--- config.mk ---
export PLATFORM = sky130hd
export DESIGN_NAME = hand_accum
export DESIGN_NICKNAME = d
export VERILOG_FILES = /design/src/rtl/hand_accum.sv
export SDC_FILE = /design/constraint.sdc
export NUM_CORES = 1
export LEC_CHECK = 0
export CELL_PAD_IN_SITES_DETAIL_PLACEMENT = 1
export CELL_PAD_IN_SITES_GLOBAL_PLACEMENT = 2
export CORE_MARGIN = 2
export CORE_UTILIZATION = 27
export CTS_CLUSTER_SIZE = 30
export DETAILED_ROUTE_END_ITERATION = 10
export PLACE_DENSITY_LB_ADDON = 0.1
export SLEW_MARGIN = 20
export SYNTH_ARGS = -nofsm -noshare
export SYNTH_HDL_FRONTEND = slang
export SYNTH_SLANG_ARGS = --single-unit
--- constraint.sdc ---
create_clock -name slow_clock -period 2.6 [get_ports slow_clock]
set_clock_uncertainty 0.1 [all_clocks]
set_input_delay 0.26 -clock slow_clock [delete_from_list [all_inputs] [get_ports slow_clock]]
set_output_delay 0.26 -clock slow_clock [all_outputs]
set_load 0.01 [all_outputs]
--- src/rtl/hand_accum.sv ---
// Running baccarat hand accumulator: takes one card per valid strobe and keeps
// the score (pip sum mod MODULUS), the card slots and the dealer status flags.
module hand_accum #(
    parameter int  MAX_CARDS = 3,
    parameter int  MODULUS   = 10,
    localparam int CW        = $clog2(MAX_CARDS + 1)
) (
    input  logic                   slow_clock,
    input  logic                   resetb,
    input  logic                   clear,
    input  logic                   card_valid,
    input  logic [3:0]             card,
    output logic [3:0]             score,
    output logic [CW-1:0]          num_cards,
    output logic [4*MAX_CARDS-1:0] cards,
    output logic                   full,
    output logic                   natural,
    output logic                   reject
);

    typedef enum logic [1:0] {
        ST_EMPTY,
        ST_PARTIAL,
        ST_FULL
    } state_t;

    localparam logic [CW-1:0] LAST_SLOT = CW'(MAX_CARDS - 1);
    localparam logic [CW-1:0] TWO_CARDS = CW'(2);
    localparam logic [4:0]    MOD5      = 5'(MODULUS);
    localparam logic [3:0]    NAT_TH    = 4'(MODULUS - 2);

    state_t        state_reg;
    logic [3:0]    score_reg;
    logic [CW-1:0] num_cards_reg;
    logic          reject_reg;

    logic       legal;
    logic       offer;
    logic       accept;
    logic       rejecting;
    logic [3:0] pip;
    logic [4:0] sum;
    logic [3:0] score_next;

    assign legal     = (card != 4'd0) && (card <= 4'd13);
    assign offer     = card_valid && !clear;
    assign accept    = offer && legal && !full;
    assign rejecting = offer && (!legal || full);

    // Tens and face cards count zero; the sum of two values below MODULUS never
    // needs more than one subtraction to fold back into range.
    assign pip        = (card <= 4'd9) ? card : 4'd0;
    assign sum        = {1'b0, score_reg} + {1'b0, pip};
    assign score_next = (sum >= MOD5) ? 4'(sum - MOD5) : sum[3:0];

    always_ff @(posedge slow_clock or negedge resetb) begin
        if (!resetb) begin
            state_reg     <= ST_EMPTY;
            score_reg     <= '0;
            num_cards_reg <= '0;
            reject_reg    <= 1'b0;
        end else if (clear) begin
            state_reg     <= ST_EMPTY;
            score_reg     <= '0;
            num_cards_reg <= '0;
            reject_reg    <= 1'b0;
        end else begin
            reject_reg <= rejecting;
            if (accept) begin
                score_reg     <= score_next;
                num_cards_reg <= num_cards_reg + CW'(1);
                state_reg     <= (num_cards_reg == LAST_SLOT) ? ST_FULL : ST_PARTIAL;
            end
        end
    end

    // Each slot captures the card only when the running count points at it.
    genvar gi;
    generate
        for (gi = 0; gi < MAX_CARDS; gi++) begin : g_slot
            logic [3:0] slot_reg;
            always_ff @(posedge slow_clock or negedge resetb) begin
                if (!resetb) begin
                    slot_reg <= '0;
                end else if (clear) begin
                    slot_reg <= '0;
                end else if (accept && (num_cards_reg == CW'(gi))) begin
                    slot_reg <= card;
                end
            end
            assign cards[4*gi +: 4] = slot_reg;
        end
    endgenerate

    assign score     = score_reg;
    assign num_cards = num_cards_reg;
    assign reject    = reject_reg;
    assign full      = (state_reg == ST_FULL);
    assign natural   = (num_cards_reg == TWO_CARDS) && (score_reg >= NAT_TH);

endmodule
==> out/results.md <==
| Parameter | Value |
|---|---|
| Status | finished clean |
| Area share of the largest cell type after synthesis | 42.6% |
| Final critical path time including I/O delays and setup | 2.52 ns |
| Total power consumption of the routed design | 905 µW |
| Row count | 24 |
| Diodes inserted | 0 |
| CP startpoint kind | input port |
| Cell types with the largest area share after synthesis | sky130_fd_sc_hd__dfrtp_1, sky130_fd_sc_hd__ha_1, sky130_fd_sc_hd__a21oi_1 |
| Most used flip-flop cell after synthesis | sky130_fd_sc_hd__dfrtp_1 |
| Met2 wire length | 1720 µm |
| Share of total power in the clock network | 24.2% |
| Post-place setup slack | -0.649 ns |
| Total core area | 0.00438 mm² |
| Synth Warn # | 0 |
| Unrepaired setup endpoints after global routing | no |
| # DRC | 0 |
| Final Max Slew Viols | 0 |
| Gr usage total | 14.6% |
| Starting Density | 28.1% |
| Portion of total power attributed to sequential cells | 40.1% |
| Maximum buffer depth of the clock tree | 2 |
| Initial antenna violation count | 0 |
| Nets | 193 |
| Net switching power | 282 µW |
| Commonest non-fill, non-tap cells in the layout | sky130_fd_sc_hd__clkdlybuf4s50_1, sky130_fd_sc_hd__nand2_1, sky130_fd_sc_hd__dfrtp_1 |
| Tightest Pin Transition | 0.379 ns |
| Final WS setup | 0.0845 ns |
| Reported leakage power | 0.784 nW |
| Wire length of the first global-routing pass | 5850 µm |
| Total congestion overflow after global routing | 0 |
| Number of instances in the synthesized netlist | 128 |
| Fraction of layout cells with a size suffix above 1 | 23.4% |
| Utilization after layout | 40.4% |
| Crit end category | flop |
| Peak supply drop | 0.189 mV |
| Crit path cell chain | clkdlybuf4s50_1 -> and2_4 -> ha_2 -> fa_2 -> xor2_2 -> inv_2 -> ha_4 -> o221ai_2 -> a31oi_2 -> mux2_4 -> o21ai_2 |
| Number of levels in the clock H-tree | 1 |
| Average instance area after synthesis | 9.63 µm² |
| Post-synth EDFFs | 0 |
| Vias in the first global route | 1,209 |
| Total nets after synthesis | 145 |
| Number of synthesized register bits | 21 |
| Num CTS Buffers | 3 |
| Internal portion of total power | 623 µW |
| Combinational power share | 35.7% |
| Aggregate routed wire length | 3380 µm |
| Most common cell after layout, fill and taps aside | sky130_fd_sc_hd__clkdlybuf4s50_1 |
| Final count of negative-setup-slack endpoints | 0 |
| Kind of critical path | in2reg |
| Wirelength per Cell | 14.9 µm |
| Clk sink count | 21 |
| Sum of routed wire segments on met1 | 1540 µm |
| Slowest cell on crit path | sky130_fd_sc_hd__clkdlybuf4s50_1 |
| Delay-heaviest family, CP | adder cells |
| Detailed Route Iter0 Violations | 18 |
| Async SR Flop Fraction | 100% |
| Total die area | 0.00512 mm² |
| Achievable Freq | 398 MHz |
| Placement-stage cell area | 0.00164 mm² |
| CTS clock-pin slew for the worst setup and hold paths | 0.09 ns |
| Half-perimeter wire length after placement | 2510 µm |
| Crit path buf inv count | 2 |
| Path class of the lowest-slack min-delay path | in2async |
| Die outline height | 71.6 µm |
| Largest area contributor in the netlist | sky130_fd_sc_hd__dfrtp_1 |
| Detailed Routing Iterations Pass 1 | 2 |
| Final design instance area without fill | 0.00177 mm² |
| IO Port Bufs | 28 |
| Clock insertion delay at the later pin of the skew report | 0.26 ns |
| Max Used Layer | met4 |
| Final Hold Vio Count | 0 |
| Combined area of all synthesized cells | 0.00123 mm² |
| TritonCTS clock tree | yes |
| Cells after DPL | 218 |
| Die Width | 71.6 µm |
| Post-detailed-route count of antenna-violating nets | 0 |
| Routed vias | 1,096 |
| PD cells | 511 mW/mm² |
| Proportion of synthesized chip area in sequential cells | 42.6% |
| Share of the cycle needed by the critical path after routing | 96.8% |
| Max-slew headroom | 74.7% |
| Critical path data required time | 2.68 ns |
| Clk root buf | sky130_fd_sc_hd__clkbuf_8 |
| Maximum Capacitance Violations | 0 |
| Gp weighted congestion | 0.725 |
| Filler-free cell count of the finished design | 227 |
| Data arrival at the endpoint of the critical path | 2.60 ns |
| Cell variety after synth | 33 |
| Number of flip-flops in the largest register | 12 |
| Pin count of the biggest net entering global routing | 22 |
| Switching Fraction | 31.1% |
| Critical path's largest stage delay | 0.43 ns |
| Metal3 WL | 96 µm |
| IO Count | 29 |
| P&R area growth vs syn | 43.6% |
| Vias per Instance | 4.83 |
| Max FO, Critical Path | 3 |
routing by layer:
| metal | vias to the layer above | track usage, % |
|---|---|---|
| li1 | 539 | - |
| met1 | 539 | 18.8 |
| met2 | 16 | 25.5 |
| met3 | 2 | 2.39 |
| met4 | 0 | 3.56 |
| met5 | - | 0 |
final cells by class:
type	count	area (µm²)
flip-flops and latches	21	526
repair buffers	47	419
well taps	52	65.1
inverters	6	22.5
fillers	506	2620
clock inverters	1	5.00
clock buffers	3	41.3
multi-input cells	97	691
power by group through the flow:
stage	registers [mW]	logic, mW	clock network, mW
2_1_floorplan	0.374	0.130	0
3_3_place_gp	0.369	0.251	0
3_5_place_dp	0.369	0.265	0
4_1_cts	0.363	0.317	0.228
5_1_grt	0.366	0.356	0.245
6_report	0.362	0.323	0.219
cell families (layout without fill, tap and decap cells):
family | Yosys count | in the layout | share of synthesized area [%]
compound gates | 26 | 26 | 11.7
buf+inv | 10 | 57 | 5.48
flops | 21 | 21 | 42.6
fa+ha+maj | 9 | 9 | 9.75
mux | 4 | 4 | 3.45
xor+xnor | 2 | 2 | 1.42
simple gates | 56 | 56 | 25.6
Yosys cell counts (all sizes together), types with 2 or more instances:
cell	number
a21oi	16
and2	2
and2b	3
buf	2
dfrtp	21
ha	8
inv	6
mux2	2
mux2i	2
nand2	21
nand3	12
nand3b	4
nor2	5
nor4	2
o21ai	5
final timing paths:
path	from	to	slack, ns	cells after the start
worst max-delay path	card[0]	score[2]$_DFFE_PN0P_	0.08	11
worst min-delay path	resetb	g_slot[0].slot_reg[3]$_DFFE_PN0P_	0.25	2
worst max register to register	score[0]$_DFFE_PN0P_	score[2]$_DFFE_PN0P_	0.26	9
worst min register to register	state_reg[1]$_DFFE_PN0P_	state_reg[1]$_DFFE_PN0P_	0.41	2
max in group asynchronous	resetb	reject$_DFF_PN0_	1.92	2
min in group slow_clock	state_reg[1]$_DFFE_PN0P_	state_reg[1]$_DFFE_PN0P_	0.41	2
metrics by stage:
| step | hold slack (ns) | TNS [ns] |
|---|---|---|
| 2_1_floorplan | -0.136 | 0 |
| 3_5_place_dp | 0.378 | -1.54 |
| 3_3_place_gp | 0.367 | -1.02 |
| 4_1_cts | 0.260 | 0 |
| 6_report | 0.248 | 0 |
| 5_1_grt | 0.273 | 0 |
repair_timing:
action                                  CTS  global route
hold buffers                              0             0
gates cloned                              0             0
pin swaps                                 5             2
buffers inserted                          4             1
endpoints found under the setup margin    3             3
gates resized for setup                  16             3
Note: power is estimated with default switching activity, not from simulation.
